<file path="src/rtl/div_seq_capture.sv">
`default_nettype none
// ============================================================================
//  Module      : div_seq_capture
//  Description : Sequencer and result-capture stage around the combinational
//                restoring divider. Registers operand magnitudes, waits a
//                programmable number of cycles for the divider to settle,
//                applies the signed correction and captures quotient (ZLow)
//                and remainder (ZHigh). Handles divide-by-zero directly.
//  Revision    : 1.0 - initial release
// ============================================================================
module div_seq_capture #(
    parameter int SETTLE_CYCLES = 4,   // legal range 1..15
    parameter int WIDTH         = 32   // only 32 is supported
) (
    input  logic             clk,
    input  logic             clr,
    input  logic             start,
    input  logic             div_signed,
    input  logic [WIDTH-1:0] dividend_in,
    input  logic [WIDTH-1:0] divisor_in,
    output logic [WIDTH-1:0] div_dividend,
    output logic [WIDTH-1:0] div_divisor,
    input  logic [WIDTH-1:0] div_quotient,
    input  logic [WIDTH-1:0] div_remainder,
    output logic [WIDTH-1:0] zlow,
    output logic [WIDTH-1:0] zhigh,
    output logic             busy,
    output logic             done,
    output logic             dbz
);

    localparam logic [0:0] c_st_idle    = 1'b0;
    localparam logic [0:0] c_st_wait    = 1'b1;
    localparam logic [3:0] c_count_load = 4'(SETTLE_CYCLES - 1);

    logic [0:0]       r_state;
    logic [3:0]       r_count;
    logic [WIDTH-1:0] r_dividend;
    logic [WIDTH-1:0] r_divisor;
    logic [WIDTH-1:0] r_zlow;
    logic [WIDTH-1:0] r_zhigh;
    logic             r_done;
    logic             r_dbz;
    logic             r_q_neg;
    logic             r_r_neg;

    logic [WIDTH-1:0] w_dvd_mag;
    logic [WIDTH-1:0] w_dvs_mag;
    logic [WIDTH-1:0] w_q_fix;
    logic [WIDTH-1:0] w_r_fix;
    logic             w_dvs_zero;

    // Operand magnitudes for the unsigned divider; the most negative value
    // negates to itself, which the divider then treats as 2^31.
    always_comb begin
        w_dvd_mag = dividend_in;
        w_dvs_mag = divisor_in;
        if (div_signed && dividend_in[WIDTH-1]) begin
            w_dvd_mag = -dividend_in;
        end
        if (div_signed && divisor_in[WIDTH-1]) begin
            w_dvs_mag = -divisor_in;
        end
    end

    // Sign correction of the settled divider outputs (32-bit wraparound).
    always_comb begin
        w_q_fix = r_q_neg ? -div_quotient  : div_quotient;
        w_r_fix = r_r_neg ? -div_remainder : div_remainder;
    end

    assign w_dvs_zero = (divisor_in == '0);

    // Sequencer: accept in IDLE, count down the settle window, then capture.
    always_ff @(posedge clk or posedge clr) begin
        if (clr) begin
            r_state    <= c_st_idle;
            r_count    <= 4'd0;
            r_dividend <= '0;
            r_divisor  <= '0;
            r_zlow     <= '0;
            r_zhigh    <= '0;
            r_done     <= 1'b0;
            r_dbz      <= 1'b0;
            r_q_neg    <= 1'b0;
            r_r_neg    <= 1'b0;
        end else begin
            r_done <= 1'b0;
            case (r_state)
                c_st_idle: begin
                    if (start) begin
                        r_dividend <= w_dvd_mag;
                        r_divisor  <= w_dvs_mag;
                        r_q_neg    <= div_signed & (dividend_in[WIDTH-1] ^ divisor_in[WIDTH-1]);
                        r_r_neg    <= div_signed & dividend_in[WIDTH-1];
                        if (w_dvs_zero) begin
                            // Divide-by-zero completes immediately with the raw dividend.
                            r_zlow  <= '1;
                            r_zhigh <= dividend_in;
                            r_dbz   <= 1'b1;
                            r_done  <= 1'b1;
                        end else begin
                            r_dbz   <= 1'b0;
                            r_count <= c_count_load;
                            r_state <= c_st_wait;
                        end
                    end
                end
                c_st_wait: begin
                    if (r_count != 4'd0) begin
                        r_count <= r_count - 4'd1;
                    end else begin
                        r_zlow  <= w_q_fix;
                        r_zhigh <= w_r_fix;
                        r_done  <= 1'b1;
                        r_state <= c_st_idle;
                    end
                end
                default: begin
                    r_state <= c_st_idle;
                end
            endcase
        end
    end

    assign div_dividend = r_dividend;
    assign div_divisor  = r_divisor;
    assign zlow         = r_zlow;
    assign zhigh        = r_zhigh;
    assign busy         = (r_state == c_st_wait);
    assign done         = r_done;
    assign dbz          = r_dbz;

endmodule
`default_nettype wire

</file>
<file path="config.mk">
export PLATFORM = sky130hd
export DESIGN_NAME = div_seq_capture
export DESIGN_NICKNAME = d
export VERILOG_FILES = /design/src/rtl/div_seq_capture.sv
export SDC_FILE = /design/constraint.sdc
export NUM_CORES = 1
export LEC_CHECK = 0
export BUFFER_PORTS_ARGS = -buffer_cell sky130_fd_sc_hd__buf_2
export CELL_PAD_IN_SITES_DETAIL_PLACEMENT = 1
export CELL_PAD_IN_SITES_GLOBAL_PLACEMENT = 1
export CORE_ASPECT_RATIO = 1.5
export CORE_UTILIZATION = 38
export DETAILED_ROUTE_END_ITERATION = 12
export PLACE_DENSITY_LB_ADDON = 0.3
export SYNTH_ARGS = -nofsm -noshare
export SYNTH_HDL_FRONTEND = slang
export SYNTH_SLANG_ARGS = --single-unit
</file>
<file path="constraint.sdc">
create_clock -name clk -period 4.5 [get_ports clk]
set_input_delay 0.225 -clock clk [delete_from_list [all_inputs] [get_ports clk]]
set_output_delay 0.225 -clock clk [all_outputs]
set_load 0.01 [all_outputs]
</file>
---- After elaboration in Yosys (flattened, before gate mapping) ----
Index checks and enable logic that the tools add are counted.
storage, ports and cells
  register bits after elaboration ......... 137
  output and inout bits ................... 131
  input bits .............................. 132
operators by class
  equality and inequality tests ........... 5
  multiplexer cells ....................... 24
  reductions and logical operators ........ 7
  add/sub/neg operators ................... 5
  bitwise logic cells ..................... 4
operators with widths
  operator                                          number
  two-way mux 32 bit                                10
  negator 32 bit                                    4
  one-hot mux 32 bit (2 select lines)               2
  zero test 32 bit                                  1
  two-way mux 4 bit                                 3
  != test 2 bit, second input constant              4
  one-hot mux 4 bit (2 select lines)                1
  two-way mux 1 bit                                 6
  AND reduction 3 bit                               2
  one-hot mux 1 bit (2 select lines)                2
  nonzero test 4 bit                                1
  subtractor 4 x 1 -> 4 bit, second input constant  1
  bitwise AND 1 bit                                 2
  logical AND 1 bit                                 2
  != test 2 x 1 -> 1 bit, second input constant     1
  AND reduction 2 bit                               1
  NOT 1 bit                                         1
  XOR 1 bit                                         1

---- Logic depth before layout (Yosys ltp) ----
  depth in word-level cells ............... 4
  depth in mapped cells ................... 9

---- Worst setup path after synthesis ----
Ideal clock, no wire load.
  path type ............................... in2reg
  from .................................... input div_remainder[2]
  to ...................................... register r_zhigh[31], in the netlist zhigh[31]
  data arrival time ....................... 2.381 ns
  setup slack ............................. 1.999 ns
  path buffers ............................ 2
  data required time ...................... 4.379 ns
  library setup time ...................... 0.121 ns
  stages on the path ...................... 7
  cells stage by stage .................... or4_1 -> buf_2 -> or4_1 -> buf_2 -> o41a_1 -> o32a_1 -> a22o_1
between the ends
  word-level cells in the longest chain between the ends .. 4
ends and longest elaborated chain
  element                              RTL line  text
  start: declaration                   24        input logic [WIDTH-1:0] div_remainder,
  negator 32 bit                       69        w_r_fix = r_r_neg ? -div_remainder : div_remainder;
  two-way mux 32 bit                   69
  two-way mux 32 bit                   110       if (r_count != 4'd0) begin
  one-hot mux 32 bit (2 select lines)  89        case (r_state)
  end signal: assignment               99        r_zhigh <= dividend_in;
  end signal: assignment               114       r_zhigh <= w_r_fix;
  end: declaration                     41        logic [WIDTH-1:0] r_zhigh;
No other way between the ends. The select of a mux whose other input is x is not followed.
A chain may end at the register's enable or synchronous reset.

---- Worst setup path in the final report ----
  from .................................... register r_state, in the netlist busy
  to ...................................... register r_zhigh[11], in the netlist zhigh[11]
between the ends
  word-level cells in the longest chain between the ends .. 3
  elaborated cells on any way between the ends .. 6
  those cells by class .................... 3 x eq/ne; 1 x mux; 1 x bitwise; 1 x reduce/logical
ends and longest elaborated chain
  element                        RTL line  text
  start: declaration             36        logic [0:0] r_state;
  start signal: assignment       77        r_state <= c_st_idle;
  start signal: assignment       105       r_state <= c_st_wait;
  start signal: assignment       116       r_state <= c_st_idle;
  NOT 1 bit (no line)            n/a
  != test 2 bit (no line)        n/a
  AND reduction 3 bit (no line)  n/a
Parallel ways exist; a longest one is shown, timed or not.

==> summary.txt <==
==============================================================================
Run status ......................................................    completed
DR DRC count ....................................................            0
Buffers on Ports ................................................          262
First-pass GRT wire length ......................................      46.0 mm
Leakage power total .............................................      4.61 nW
Series of cell instances along the critical path ................ nand2b_4 -> nor4_1 -> and4_1 -> nor2_1 -> buf_4 -> inv_2 -> mux2_2
Worst min-delay path class ...................................... input pin to register
Slew HR .........................................................        21.5%
IR drop worst, VDD ..............................................       249 uV
Critical register-to-register path startpoint ...................         busy
Slew at the pin closest to its max-slew limit ...................      1.18 ns
GRT Util Overall ................................................        26.7%
Drt wl/cell ..................................................... 20.6 microns
Area of the die ................................................. 0.0227 sq mm
Fmax ............................................................      335 MHz
HPWL Detailed ...................................................      22.1 mm
Maximum root-to-sink buffer count ...............................            2
CTS H-tree depth ................................................            4
Async S/R FF share, synth .......................................         100%
Clock tree from TritonCTS .......................................         done
Final weighted congestion in routability-driven placement .......        0.883
Post-route clock period utilization .............................        66.3%
Vertical die dimension ..........................................  184 microns
Final-layout fill cell count ....................................         2643
Launch point of the critical path ...............................         busy
Most used flip-flop cell after synthesis ........................ sky130_fd_sc_hd__dfrtp_1
Number of nets produced by synthesis ............................         1066
Slowest-stage cell, CP .......................................... sky130_fd_sc_hd__inv_2
Yosys top cell area share .......................................        40.9%
Critical path's top delay family ................................ simple AND/OR/NAND/NOR gates
Effective utilization at floorplan ..............................        38.7%
Final critical path time including I/O delays and setup .........      2.99 ns
Horizontal die dimension ........................................  123 microns
Setup TNS .......................................................         0 ns
Unrepaired setup endpoints after global routing .................        false
Latest clock arrival within the worst-skew pair .................      0.43 ns
Global-route congestion overflow total ..........................            0
Io pins .........................................................          263
Clock sink count ................................................          137
Data arrival time of the critical path ..........................      3.29 ns
Number of unique standard cell types used by synthesis ..........           55
Initial antenna violation count .................................            2
Netlist Area Pre-Place .......................................... 0.00838 sq mm
Clock-pin slew on the worst setup and hold paths ................      0.06 ns
Number of pins with negative max-slew slack in the final report .            0
Number of instances in the synthesized netlist ..................          929
Nature of the critical path startpoint ..........................     register
Sequential share of the synthesized area ........................        40.9%
Row Count .......................................................           66
Mean number of vias per cell ....................................         5.73
Maximum number of pins on one net before global-route repair ....           68
Relative area change from synthesis to final layout .............        25.2%
Share of cells above drive strength 1 ...........................        28.4%
Largest driver fanout on the critical path ......................           62
Power density cells .............................................  615 mW/mm^2
Number of cells upsized or downsized after cts ..................            0
Max-cap violations ..............................................            0
Total via count after detailed routing ..........................         8277
Top cell type by total area after synthesis ..................... sky130_fd_sc_hd__dfrtp_1
Mean Syn Cell Area ..............................................   9.02 sq um
Vias in the first global route ..................................         8561
Total of warnings raised by yosys ...............................            0
Final number of hold-violating endpoints ........................            0
CTS Buf Count ...................................................           17
Cells taking the most area after synthesis ...................... sky130_fd_sc_hd__dfrtp_1, sky130_fd_sc_hd__xor2_1, sky130_fd_sc_hd__nand2_1, sky130_fd_sc_hd__o21ai_0, sky130_fd_sc_hd__o41ai_1
EDFF count, synth ...............................................            0
Number of buffers and inverters on the critical path ............            2
Pre-antenna DRT Iters ...........................................            4
Core region area ................................................ 0.0216 sq mm
Final-report setup violation count ..............................            0
Data required time of the worst path ............................      4.80 ns
Largest stage delay on the critical path ........................      0.62 ns
Drt initial violations ..........................................          309
FF+latch count, synth ...........................................          137
Worst-case clock skew ...........................................   0.00922 ns
Hold_sp ......................................................... div_quotient[0]
Wire length after detailed routing ..............................      29.7 mm
DRT antenna net count ...........................................            0
CTS root buf .................................................... sky130_fd_sc_hd__clkbuf_16
Net count reported at finish ....................................         1296
Setup Crit Path Kind ............................................ register to register
Nature of the critical path endpoint ............................     register
Worst hold slack after final layout .............................     0.102 ns
==============================================================================
-- logic make-up after synthesis --
family          Yosys count  synth area share (%)
mux                      36                  4.52
flops                   137                  40.9
compound gates          247                  20.0
fa+ha+maj                 5                 0.746
xor+xnor                 95                  9.93
simple gates            321                  19.8
buf+inv                  88                  4.05
-- Yosys cell counts, types with 9 or more instances --
library cell                count
sky130_fd_sc_hd__nand3_1       15
sky130_fd_sc_hd__or3_1         22
sky130_fd_sc_hd__a21oi_1       42
sky130_fd_sc_hd__inv_1         21
sky130_fd_sc_hd__mux2i_1       21
sky130_fd_sc_hd__nor2_1        48
sky130_fd_sc_hd__nand4_1       12
sky130_fd_sc_hd__nor3_1        26
sky130_fd_sc_hd__o2bb2ai_1      9
sky130_fd_sc_hd__o41ai_1       30
sky130_fd_sc_hd__a2bb2oi_1     22
sky130_fd_sc_hd__mux2_2        15
sky130_fd_sc_hd__a31oi_1       10
sky130_fd_sc_hd__clkbuf_1      54
sky130_fd_sc_hd__or4_1         31
sky130_fd_sc_hd__nand2b_1      15
sky130_fd_sc_hd__nor4_1        22
sky130_fd_sc_hd__o31ai_1       26
sky130_fd_sc_hd__o21ai_0       70
sky130_fd_sc_hd__xnor2_1       26
sky130_fd_sc_hd__xor2_1        69
sky130_fd_sc_hd__dfrtp_1      137
sky130_fd_sc_hd__nand2_1       96
-- final cells by class --
class	count	area, sq um	area share [%]
multi-input cells	704	4630	44.1
flip-flops and latches	137	3430	32.7
repair buffers	276	1420	13.5
clock buffers	23	458	4.36
well taps	272	340	3.24
clock inverters	9	123	1.17
inverters	23	91.3	0.870
diodes	1	2.50	0.0238
-- power by group --
group          internal (W)  total, W  switching (W)
Sequential          0.00184   0.00221       0.000374
Clock              0.000882   0.00143       0.000545
Combinational       0.00120   0.00282        0.00162
-- timing repair --
action                    in CTS  in global routing
hold endpoints to repair      41                  0
hold buffers                   1                  0
setup buffers                  0                  0
-- per-stage QoR --
stage / worst slack, ns / instances / util, % / instance area [sq um] / power, W
global placement: 1.36 / 1410 / 45.7 / 9890 / 0.00497
CTS: 1.49 / 1443 / 48.5 / 10500 / 0.00652
global route: 1.27 / 1445 / 48.5 / 10500 / 0.00692
finish: 1.51 / 1445 / 48.5 / 10500 / 0.00645
detailed placement: 1.31 / 1410 / 45.7 / 9890 / 0.00507
floorplan: 0.607 / 929 / - / 8380 / 0.00390
-- worst paths after layout --
path,to,slack (ns),depth (start not counted)
worst max-delay path,zhigh[11],1.51,7
worst min-delay path,zlow[0],0.10,3
worst max register to register,zhigh[11],1.51,7
worst min register to register,div_divisor[27],0.47,2
max in group asynchronous,div_dividend[7],3.07,4
min in group asynchronous,div_dividend[31],0.40,3
-- state kept, by name, summed over array words and instances (netlist names) --
name / count
zlow: 32
dbz: 1
div_dividend: 32
done: 1
r_r_neg: 1
r_count: 4
r_q_neg: 1
zhigh: 32
busy: 1
div_divisor: 32
-- cell usage in the layout (no fill, tap or decap), drive strengths merged, types with 21 or more instances in the layout --
cell type	Yosys	layout
a2bb2oi	22	22
inv	22	22
or3	22	22
xnor2	26	26
clkbuf	54	24
or4	31	31
buf	11	274
a21oi	42	42
nor4	22	22
nor2	48	48
xor2	69	69
o41ai	30	30
dfrtp	137	137
nand2	96	96
mux2i	21	21
nor3	26	26
o21ai	71	71
o31ai	26	26
-- worst min-delay path, delay by kind of cell --
family                 cells  cell delay [ns]
AO/OA/AOI/OAI              1             0.06
buffers and inverters      2             0.19
-- per-layer routing --
metal | up-vias | GRT usage [%] | part of all wire, %
met4 | 2 | 11.2 | 3.3
met5 | - | 0 | 0.030
li1 | 3890 | - | -
met3 | 52 | 5.15 | 5.0
met2 | 229 | 49.6 | 54
met1 | 4104 | 28.9 | 38
No activity file was read; power rests on OpenSTA's default activity.
